## config.mk

```make
export PLATFORM = sky130hd
export DESIGN_NAME = cpu_axi_bridge_flat
export DESIGN_NICKNAME = d
export VERILOG_FILES = /design/src/rtl/cpu_axi_bridge_if.sv /design/src/rtl/cpu_axi_bridge.sv /design/src/flat_wrapper.sv
export SDC_FILE = /design/constraint.sdc
export NUM_CORES = 1
export LEC_CHECK = 0
export BUFFER_PORTS_ARGS = -buffer_cell sky130_fd_sc_hd__buf_2
export CELL_PAD_IN_SITES_DETAIL_PLACEMENT = 1
export CELL_PAD_IN_SITES_GLOBAL_PLACEMENT = 2
export CORE_ASPECT_RATIO = 1.75
export CORE_UTILIZATION = 17
export DETAILED_ROUTE_END_ITERATION = 10
export GPL_TIMING_DRIVEN = 0
export PLACE_DENSITY = 0.77
export SLEW_MARGIN = 10
export SYNTH_ARGS = -nofsm -noshare
export SYNTH_HDL_FRONTEND = slang
export SYNTH_SLANG_ARGS = --single-unit
```

## constraint.sdc

```tcl
create_clock -name clk -period 1.5 [get_ports clk]
set_input_delay 0.3 -clock clk [delete_from_list [all_inputs] [get_ports clk]]
set_output_delay 0.3 -clock clk [all_outputs]
set_load 0.01 [all_outputs]
```

## src/rtl/cpu_axi_bridge_if.sv

```systemverilog
// rtl/cpu_axi_bridge_if.sv - bundle of the core's sram-like ports and the AXI3 master bus
//
// Purpose: groups every handshake/bus signal of cpu_axi_bridge so the bridge
//   and its environment connect through one port.
// Modports:
//   master - the bridge: answers the inst/data sram ports, drives AXI requests
//   slave  - the environment: the core's sram ports plus the AXI memory slave
interface cpu_axi_bridge_if;
  // instruction sram-like port
  logic        inst_req;
  logic        inst_wr;
  logic [1:0]  inst_size;
  logic [31:0] inst_addr;
  logic [31:0] inst_wdata;
  logic [31:0] inst_rdata;
  logic        inst_addr_ok;
  logic        inst_data_ok;
  // data sram-like port
  logic        data_req;
  logic        data_wr;
  logic [1:0]  data_size;
  logic [31:0] data_addr;
  logic [31:0] data_wdata;
  logic [31:0] data_rdata;
  logic        data_addr_ok;
  logic        data_data_ok;
  // AXI read address / read data
  logic [3:0]  arid;
  logic [31:0] araddr;
  logic [7:0]  arlen;
  logic [2:0]  arsize;
  logic [1:0]  arburst;
  logic        arvalid;
  logic        arready;
  logic [3:0]  rid;
  logic [31:0] rdata;
  logic [1:0]  rresp;
  logic        rlast;
  logic        rvalid;
  logic        rready;
  // AXI write address / write data / write response
  logic [3:0]  awid;
  logic [31:0] awaddr;
  logic [7:0]  awlen;
  logic [2:0]  awsize;
  logic [1:0]  awburst;
  logic        awvalid;
  logic        awready;
  logic [3:0]  wid;
  logic [31:0] wdata;
  logic [3:0]  wstrb;
  logic        wlast;
  logic        wvalid;
  logic        wready;
  logic [3:0]  bid;
  logic [1:0]  bresp;
  logic        bvalid;
  logic        bready;

  modport master (
    input  inst_req, inst_wr, inst_size, inst_addr, inst_wdata,
    output inst_rdata, inst_addr_ok, inst_data_ok,
    input  data_req, data_wr, data_size, data_addr, data_wdata,
    output data_rdata, data_addr_ok, data_data_ok,
    output arid, araddr, arlen, arsize, arburst, arvalid,
    input  arready,
    input  rid, rdata, rresp, rlast, rvalid,
    output rready,
    output awid, awaddr, awlen, awsize, awburst, awvalid,
    input  awready,
    output wid, wdata, wstrb, wlast, wvalid,
    input  wready,
    input  bid, bresp, bvalid,
    output bready
  );

  modport slave (
    output inst_req, inst_wr, inst_size, inst_addr, inst_wdata,
    input  inst_rdata, inst_addr_ok, inst_data_ok,
    output data_req, data_wr, data_size, data_addr, data_wdata,
    input  data_rdata, data_addr_ok, data_data_ok,
    input  arid, araddr, arlen, arsize, arburst, arvalid,
    output arready,
    output rid, rdata, rresp, rlast, rvalid,
    input  rready,
    input  awid, awaddr, awlen, awsize, awburst, awvalid,
    output awready,
    input  wid, wdata, wstrb, wlast, wvalid,
    output wready,
    output bid, bresp, bvalid,
    input  bready
  );
endinterface

```

## src/rtl/cpu_axi_bridge.sv

```systemverilog
// rtl/cpu_axi_bridge.sv - arbitrates the core's inst/data sram ports onto one AXI3 master
//
// Purpose: one transaction in flight at a time; data port wins over inst port.
// Ports:
//   clk   - clock
//   reset - synchronous active-high reset
//   bus   - cpu_axi_bridge_if.master: inst/data sram-like ports and AXI3 master
// Parameters:
//   INST_ID / DATA_ID - AXI id placed on arid/awid/wid for each port's transactions
module cpu_axi_bridge #(
  parameter logic [3:0] INST_ID = 4'd0,
  parameter logic [3:0] DATA_ID = 4'd1
) (
  input  logic              clk,
  input  logic              reset,
  cpu_axi_bridge_if.master  bus
);

  typedef enum logic [2:0] {
    S_IDLE    = 3'd0,
    S_RD_ADDR = 3'd1,
    S_RD_DATA = 3'd2,
    S_WR_ADDR = 3'd3,
    S_WR_RESP = 3'd4
  } state_t;

  state_t      state_q, state_d;
  logic        owner_q, owner_d;      // 1 = data port owns the transaction
  logic        wr_q, wr_d;
  logic [1:0]  size_q, size_d;
  logic [31:0] addr_q, addr_d;
  logic [31:0] wdata_q, wdata_d;
  logic        aw_done_q, aw_done_d;
  logic        w_done_q, w_done_d;

  // Grant selection: data port has priority whenever both request.
  logic        grant_any;
  logic        grant_data;
  logic        sel_wr;
  logic [1:0]  sel_size;
  logic [31:0] sel_addr;
  logic [31:0] sel_wdata;

  assign grant_any  = bus.data_req | bus.inst_req;
  assign grant_data = bus.data_req;
  assign sel_wr     = grant_data ? bus.data_wr    : bus.inst_wr;
  assign sel_size   = grant_data ? bus.data_size  : bus.inst_size;
  assign sel_addr   = grant_data ? bus.data_addr  : bus.inst_addr;
  assign sel_wdata  = grant_data ? bus.data_wdata : bus.inst_wdata;

  // Write address and write data channels complete independently.
  logic aw_fire;
  logic w_fire;
  assign aw_fire = (state_q == S_WR_ADDR) && !aw_done_q && bus.awready;
  assign w_fire  = (state_q == S_WR_ADDR) && !w_done_q  && bus.wready;

  // State and latched-request register.
  always_ff @(posedge clk) begin
    if (reset) begin
      state_q   <= S_IDLE;
      owner_q   <= 1'b0;
      wr_q      <= 1'b0;
      size_q    <= 2'd0;
      addr_q    <= 32'd0;
      wdata_q   <= 32'd0;
      aw_done_q <= 1'b0;
      w_done_q  <= 1'b0;
    end else begin
      state_q   <= state_d;
      owner_q   <= owner_d;
      wr_q      <= wr_d;
      size_q    <= size_d;
      addr_q    <= addr_d;
      wdata_q   <= wdata_d;
      aw_done_q <= aw_done_d;
      w_done_q  <= w_done_d;
    end
  end

  // Next-state logic.
  always_comb begin
    state_d   = state_q;
    owner_d   = owner_q;
    wr_d      = wr_q;
    size_d    = size_q;
    addr_d    = addr_q;
    wdata_d   = wdata_q;
    aw_done_d = aw_done_q;
    w_done_d  = w_done_q;
    case (state_q)
      S_IDLE: begin
        if (grant_any) begin
          owner_d   = grant_data;
          wr_d      = sel_wr;
          size_d    = sel_size;
          addr_d    = sel_addr;
          wdata_d   = sel_wdata;
          aw_done_d = 1'b0;
          w_done_d  = 1'b0;
          state_d   = sel_wr ? S_WR_ADDR : S_RD_ADDR;
        end
      end
      S_RD_ADDR: begin
        if (bus.arready) state_d = S_RD_DATA;
      end
      S_RD_DATA: begin
        if (bus.rvalid) state_d = S_IDLE;
      end
      S_WR_ADDR: begin
        if (aw_fire) aw_done_d = 1'b1;
        if (w_fire)  w_done_d  = 1'b1;
        // Both channels may finish in the same cycle.
        if ((aw_done_q || aw_fire) && (w_done_q || w_fire)) state_d = S_WR_RESP;
      end
      S_WR_RESP: begin
        if (bus.bvalid) state_d = S_IDLE;
      end
      default: state_d = S_IDLE;
    endcase
  end

  // Handshake outputs.
  always_comb begin
    bus.inst_addr_ok = 1'b0;
    bus.data_addr_ok = 1'b0;
    bus.inst_data_ok = 1'b0;
    bus.data_data_ok = 1'b0;
    bus.arvalid      = 1'b0;
    bus.rready       = 1'b0;
    bus.awvalid      = 1'b0;
    bus.wvalid       = 1'b0;
    bus.bready       = 1'b0;
    case (state_q)
      S_IDLE: begin
        bus.data_addr_ok = bus.data_req;
        bus.inst_addr_ok = bus.inst_req && !bus.data_req;
      end
      S_RD_ADDR: bus.arvalid = 1'b1;
      S_RD_DATA: begin
        bus.rready       = 1'b1;
        bus.data_data_ok = bus.rvalid && owner_q;
        bus.inst_data_ok = bus.rvalid && !owner_q;
      end
      S_WR_ADDR: begin
        bus.awvalid = !aw_done_q;
        bus.wvalid  = !w_done_q;
      end
      S_WR_RESP: begin
        bus.bready       = 1'b1;
        bus.data_data_ok = bus.bvalid && owner_q;
        bus.inst_data_ok = bus.bvalid && !owner_q;
      end
      default: ;
    endcase
  end

  // Byte-lane strobes from the latched size and low address bits.
  logic [3:0] strb;
  always_comb begin
    case (size_q)
      2'd0:    strb = 4'b0001 << addr_q[1:0];
      2'd1:    strb = addr_q[1] ? 4'b1100 : 4'b0011;
      default: strb = 4'b1111;
    endcase
  end

  logic [3:0] cur_id;
  assign cur_id = owner_q ? DATA_ID : INST_ID;

  assign bus.arid    = cur_id;
  assign bus.araddr  = addr_q;
  assign bus.arlen   = 8'd0;
  assign bus.arsize  = {1'b0, size_q};
  assign bus.arburst = 2'b01;

  assign bus.awid    = cur_id;
  assign bus.awaddr  = addr_q;
  assign bus.awlen   = 8'd0;
  assign bus.awsize  = {1'b0, size_q};
  assign bus.awburst = 2'b01;

  // The core already replicates byte lanes, so write data goes out as latched.
  assign bus.wid     = cur_id;
  assign bus.wdata   = wdata_q;
  assign bus.wstrb   = strb;
  assign bus.wlast   = 1'b1;

  // Read data is only meaningful to the owner while its data_ok is high.
  assign bus.inst_rdata = bus.rdata;
  assign bus.data_rdata = bus.rdata;

  // Response ids, status and rlast carry nothing the single-outstanding
  // scheme needs; they are intentionally ignored.
  logic unused_resp;
  assign unused_resp = ^{bus.rid, bus.rresp, bus.rlast, bus.bid, bus.bresp, wr_q};

endmodule
```

## src/flat_wrapper.sv

```systemverilog
// flat-port wrapper written by rule: the top's interface ports become plain ports
module cpu_axi_bridge_flat 
#(
  parameter logic [3:0] INST_ID = 4'd0,
  parameter logic [3:0] DATA_ID = 4'd1
)
  (clk, reset, bus_inst_req, bus_inst_wr, bus_inst_size, bus_inst_addr, bus_inst_wdata, bus_inst_rdata, bus_inst_addr_ok, bus_inst_data_ok, bus_data_req, bus_data_wr, bus_data_size, bus_data_addr, bus_data_wdata, bus_data_rdata, bus_data_addr_ok, bus_data_data_ok, bus_arid, bus_araddr, bus_arlen, bus_arsize, bus_arburst, bus_arvalid, bus_arready, bus_rid, bus_rdata, bus_rresp, bus_rlast, bus_rvalid, bus_rready, bus_awid, bus_awaddr, bus_awlen, bus_awsize, bus_awburst, bus_awvalid, bus_awready, bus_wid, bus_wdata, bus_wstrb, bus_wlast, bus_wvalid, bus_wready, bus_bid, bus_bresp, bus_bvalid, bus_bready);
  cpu_axi_bridge_if bus_i ();
  input  logic clk;
  input  logic reset;
  input wire logic [$bits(bus_i.inst_req)-1:0] bus_inst_req;
  input wire logic [$bits(bus_i.inst_wr)-1:0] bus_inst_wr;
  input wire logic [$bits(bus_i.inst_size)-1:0] bus_inst_size;
  input wire logic [$bits(bus_i.inst_addr)-1:0] bus_inst_addr;
  input wire logic [$bits(bus_i.inst_wdata)-1:0] bus_inst_wdata;
  output wire logic [$bits(bus_i.inst_rdata)-1:0] bus_inst_rdata;
  output wire logic [$bits(bus_i.inst_addr_ok)-1:0] bus_inst_addr_ok;
  output wire logic [$bits(bus_i.inst_data_ok)-1:0] bus_inst_data_ok;
  input wire logic [$bits(bus_i.data_req)-1:0] bus_data_req;
  input wire logic [$bits(bus_i.data_wr)-1:0] bus_data_wr;
  input wire logic [$bits(bus_i.data_size)-1:0] bus_data_size;
  input wire logic [$bits(bus_i.data_addr)-1:0] bus_data_addr;
  input wire logic [$bits(bus_i.data_wdata)-1:0] bus_data_wdata;
  output wire logic [$bits(bus_i.data_rdata)-1:0] bus_data_rdata;
  output wire logic [$bits(bus_i.data_addr_ok)-1:0] bus_data_addr_ok;
  output wire logic [$bits(bus_i.data_data_ok)-1:0] bus_data_data_ok;
  output wire logic [$bits(bus_i.arid)-1:0] bus_arid;
  output wire logic [$bits(bus_i.araddr)-1:0] bus_araddr;
  output wire logic [$bits(bus_i.arlen)-1:0] bus_arlen;
  output wire logic [$bits(bus_i.arsize)-1:0] bus_arsize;
  output wire logic [$bits(bus_i.arburst)-1:0] bus_arburst;
  output wire logic [$bits(bus_i.arvalid)-1:0] bus_arvalid;
  input wire logic [$bits(bus_i.arready)-1:0] bus_arready;
  input wire logic [$bits(bus_i.rid)-1:0] bus_rid;
  input wire logic [$bits(bus_i.rdata)-1:0] bus_rdata;
  input wire logic [$bits(bus_i.rresp)-1:0] bus_rresp;
  input wire logic [$bits(bus_i.rlast)-1:0] bus_rlast;
  input wire logic [$bits(bus_i.rvalid)-1:0] bus_rvalid;
  output wire logic [$bits(bus_i.rready)-1:0] bus_rready;
  output wire logic [$bits(bus_i.awid)-1:0] bus_awid;
  output wire logic [$bits(bus_i.awaddr)-1:0] bus_awaddr;
  output wire logic [$bits(bus_i.awlen)-1:0] bus_awlen;
  output wire logic [$bits(bus_i.awsize)-1:0] bus_awsize;
  output wire logic [$bits(bus_i.awburst)-1:0] bus_awburst;
  output wire logic [$bits(bus_i.awvalid)-1:0] bus_awvalid;
  input wire logic [$bits(bus_i.awready)-1:0] bus_awready;
  output wire logic [$bits(bus_i.wid)-1:0] bus_wid;
  output wire logic [$bits(bus_i.wdata)-1:0] bus_wdata;
  output wire logic [$bits(bus_i.wstrb)-1:0] bus_wstrb;
  output wire logic [$bits(bus_i.wlast)-1:0] bus_wlast;
  output wire logic [$bits(bus_i.wvalid)-1:0] bus_wvalid;
  input wire logic [$bits(bus_i.wready)-1:0] bus_wready;
  input wire logic [$bits(bus_i.bid)-1:0] bus_bid;
  input wire logic [$bits(bus_i.bresp)-1:0] bus_bresp;
  input wire logic [$bits(bus_i.bvalid)-1:0] bus_bvalid;
  output wire logic [$bits(bus_i.bready)-1:0] bus_bready;
  assign bus_i.inst_req = bus_inst_req;
  assign bus_i.inst_wr = bus_inst_wr;
  assign bus_i.inst_size = bus_inst_size;
  assign bus_i.inst_addr = bus_inst_addr;
  assign bus_i.inst_wdata = bus_inst_wdata;
  assign bus_inst_rdata = bus_i.inst_rdata;
  assign bus_inst_addr_ok = bus_i.inst_addr_ok;
  assign bus_inst_data_ok = bus_i.inst_data_ok;
  assign bus_i.data_req = bus_data_req;
  assign bus_i.data_wr = bus_data_wr;
  assign bus_i.data_size = bus_data_size;
  assign bus_i.data_addr = bus_data_addr;
  assign bus_i.data_wdata = bus_data_wdata;
  assign bus_data_rdata = bus_i.data_rdata;
  assign bus_data_addr_ok = bus_i.data_addr_ok;
  assign bus_data_data_ok = bus_i.data_data_ok;
  assign bus_arid = bus_i.arid;
  assign bus_araddr = bus_i.araddr;
  assign bus_arlen = bus_i.arlen;
  assign bus_arsize = bus_i.arsize;
  assign bus_arburst = bus_i.arburst;
  assign bus_arvalid = bus_i.arvalid;
  assign bus_i.arready = bus_arready;
  assign bus_i.rid = bus_rid;
  assign bus_i.rdata = bus_rdata;
  assign bus_i.rresp = bus_rresp;
  assign bus_i.rlast = bus_rlast;
  assign bus_i.rvalid = bus_rvalid;
  assign bus_rready = bus_i.rready;
  assign bus_awid = bus_i.awid;
  assign bus_awaddr = bus_i.awaddr;
  assign bus_awlen = bus_i.awlen;
  assign bus_awsize = bus_i.awsize;
  assign bus_awburst = bus_i.awburst;
  assign bus_awvalid = bus_i.awvalid;
  assign bus_i.awready = bus_awready;
  assign bus_wid = bus_i.wid;
  assign bus_wdata = bus_i.wdata;
  assign bus_wstrb = bus_i.wstrb;
  assign bus_wlast = bus_i.wlast;
  assign bus_wvalid = bus_i.wvalid;
  assign bus_i.wready = bus_wready;
  assign bus_i.bid = bus_bid;
  assign bus_i.bresp = bus_bresp;
  assign bus_i.bvalid = bus_bvalid;
  assign bus_bready = bus_i.bready;
  cpu_axi_bridge #(.INST_ID(INST_ID), .DATA_ID(DATA_ID)) u_core (.clk(clk), .reset(reset), .bus(bus_i));
endmodule
```

==> impl_results.md <==
* Post-Synthesis Cell Area at around 0.0045 sq mm
* Wl on met1 at 6480 um
* Pwr dens at between 1000 and 1500 mW/mm^2
* Static Leakage at 4.04 nW
* Worst EP arrival at 1.50 ns
* Sw frac at roughly a third
* Reg2reg path depth at 8
* Clock share of power at 27.1%
* Detailed-route DRC error count at 20
* PortBufs at 320
* Boundary pin count at 400
* Worst slew pin tran at 0.875 ns
* Clock Latency Late Sink at 0.34 ns
* Final period util at 120%
* Maxcap violations at 0
* Via count of the routed design at 4,920
* Number of global-route vias before repair at 5,159
* Total congestion overflow at 0
* FF-to-FF End: u_core.bus.araddr[1]$_SDFFE_PP0P_
* Hold path depth at 3
* Layout net count at approximately 1,100
* CTS tree: done
* CP Cell Sequence: buf_8 > buf_12 > nand3b_1 > a21oi_2 > nor2b_4 > buf_6
* Top cells by area, synth: dfxtp_1 (32%), buf_4 (22%), mux2i_1 (15%)
* Crit path capture type: output port
* Gate power share at ~46%
* Yosys warns at 0
* Status: complete, but fails checks
* Via density per instance at slightly above 4
* Slack of the worst reg-to-reg path at -0.16 ns
* Total Wirelength at a little under 20,000 um
* Htree depth at 3
* Relative slew margins at 41.7%
* Number of diodes at 0
* Worst Skew at 0.00397 ns
* Net Sw Power at around 3.3 mW
* Biggest cell delay along the critical path at 0.35 ns
* Failing checks: DRC, setup timing
* Syn Area/Cell at 9.14 sq um
* Crit path buf inv count at 3
* Hold Vio Cnt, Final at 0
* Final setup viols at between 70 and 80
* Post-synthesis sequential area ratio at 31.7%
* Worst R2R Start: u_core.state_q[2]$_SDFFE_PP0P_
* Post-route cell area at 0.00787 sq mm
* Commonest non-fill, non-tap cell in the layout: buf_2
* WP data required at 1.20 ns
* Gpl congestion at 0.746
* Most frequent cells in the layout: buf_2 (322), buf_4 (144), a21oi_1 (69)
* CTS Sinks at between 70 and 80
* Area Growth Syn to Fin at 73.3%
* Setup crit start kind: flip-flop
* Clk buf depth at 2
* Critical path type: reg2out
* HP Class: in2reg
* Fmax at 554 MHz
* Site row count at 78
* Wire length on met2 at approximately 11,000 um
* Power, Total at 9.59 mW
* Setup ws final at -0.304 ns
* Initial antenna violation count at 0
* Syn Inst Count at ~500
* Share of cells above drive strength 1 at just under 70%
* Die Ht at 218 um
* Gr usage total at 13.7%
* Minimum clock period at ~1.8 ns
* Antenna viol nets, final at 0
* DRT iter0 DRCs at 130
* Sequential Power Share at 27.2%
* Placed Instance Area at between 0.006 and 0.007 sq mm
* First-pass GRT wire length at 28,500 um
* CTS root buf: clkbuf_16
* RSZ-0062 raised after global routing: true
* Core area at 0.0261 sq mm
* Effective utilization at floorplan at between 10% and 20%
* Clock-pin slew on the worst setup and hold paths at 0.06 ns
* Register bit count reported by yosys at a little over 70
* Highest routed layer: met4
* Internal power at roughly 6.3 mW
* Largest net degree at the start of global routing at 20
* Die Footprint at 0.0274 sq mm
* WL met3 at ~1200 um
* Largest delay contributor family on the critical path: flip-flops
* Leading area contributor after synthesis: dfxtp_1
* Yosys cell types at 37
* DRT Pass-1 Iters at 9
* Core Util, Final at between 30% and 40%
* Worst vdd ir at 0.522 mV
* Share of the synthesized area in the top cell type at 31.7%
* Max stage delay cell, worst path: dfxtp_4
* Wirelength per Cell at 16.1 um
* Hold Startpoint: bus_inst_addr[16]
* Hpwl dp at 15,200 um
* Die W at 126 um
* Hold Path Sink: u_core.bus.araddr[16]$_SDFFE_PP0P_
* Crit-path max FO at 3
* Max-slew violation count at 0
* Num CTS Buffers at 9
[state kept, by name, indices dropped and copies added, names as in the netlist]
name	flops
u_core.aw_done_q	1
u_core.bus.araddr	32
u_core.bus.wdata	32
u_core.owner_q	1
u_core.size_q	2
u_core.state_q	3
u_core.w_done_q	1
[synthesized netlist by cell type, drive strengths merged]
master	number
clkbuf	25
mux2i	67
o2111ai	1
conb	2
nor2b	1
a21oi	70
and3b	1
a211oi	66
o211ai	1
and3	1
nand2	1
or4b	1
inv	4
nand3b	3
nor4	1
nand2b	3
a311oi	1
nor3b	2
a2bb2oi	1
buf	150
a21o	2
dfxtp	72
or3	1
nor3	5
o22ai	1
o21bai	2
and2	3
a22oi	1
nor2	6
or2	1
mux2	1
[per-layer routing]
metal	GRT usage, %	vias to the layer above
met3	2.15	15
li1	-	2377
met4	5.85	0
met2	28.1	248
met5	0	-
met1	12.9	2280
[worst max path at each step]
stage / startpoint / to / slack [ns] / cells after the start
after global placement: u_core.state_q[0]$_SDFFE_PP0P_ / bus_data_addr_ok / -0.79 / 5
final: u_core.state_q[2]$_SDFFE_PP0P_ / bus_inst_data_ok / -0.30 / 6
after detailed placement: u_core.state_q[0]$_SDFFE_PP0P_ / bus_data_addr_ok / -0.76 / 5
after global routing: u_core.state_q[2]$_SDFFE_PP0P_ / bus_inst_data_ok / -0.38 / 6
after CTS: u_core.state_q[2]$_SDFFE_PP0P_ / bus_inst_addr_ok / -0.36 / 4
after floorplan: bus_data_req / u_core.bus.wdata[16]$_SDFFE_PP0P_ / -0.03 / 8
[logic make-up (layout without fill, tap and decap cells)]
kind of cell | after synthesis | in the layout | synth area share [%]
buffers and inverters | 179 | 541 | 26.6
AOI/OAI and AO/OA | 146 | 146 | 22.3
DFF | 72 | 72 | 31.7
muxes | 68 | 68 | 15.0
and+or+nand+nor | 30 | 30 | 4.21
other | 2 | 32 | 0.165
[metrics by stage]
stage | TNS (ns) | std cells | worst slack (ns) | hold slack (ns)
4_1_cts | -13.87 | 1202 | -0.355 | 0.274
2_1_floorplan | -0.0306 | 527 | -0.0296 | 0.472
6_report | -9.85 | 1209 | -0.304 | 0.293
3_5_place_dp | -41.79 | 1167 | -0.756 | 0.515
5_1_grt | -15.84 | 1209 | -0.385 | 0.295
3_3_place_gp | -44.03 | 1167 | -0.788 | 0.503
[power groups by stage]
stage	combinational [mW]	sequential (mW)	clock, mW
2_1_floorplan	1.90	2.72	0
3_3_place_gp	3.33	2.62	0
3_5_place_dp	3.37	2.63	0
4_1_cts	4.39	2.61	2.69
5_1_grt	4.70	2.67	2.76
6_report	4.38	2.61	2.60
[repair_timing]
item                                    4_1_cts  5_1_grt
hold buffers                                  0        0
resized for setup                            97       40
endpoints found under the setup margin       81       80
endpoints found under the hold margin         0        0
cloned                                        6        0
buffers inserted                             15       14
pin swaps                                    10        5
[worst register-to-register path, cell delays in order (launching register included)]
cell      delay (ns)
dfxtp_4         0.35
buf_4           0.13
nor3_4          0.19
buf_4           0.14
buf_6           0.10
and2_4          0.22
buf_12          0.17
buf_12          0.14
a211oi_2        0.07
[area by class of cell]
type / count / area [sq um]
plain buffers: 170 / 1300
clock buffers: 11 / 253
clock inverters: 5 / 103
fillers: 3126 / 18200
inverters: 4 / 17.5
multi-input cells: 276 / 2280
flip-flops and latches: 72 / 1460
well taps: 320 / 400
repair buffers: 351 / 2060
Power figures use the tool's default switching activity.
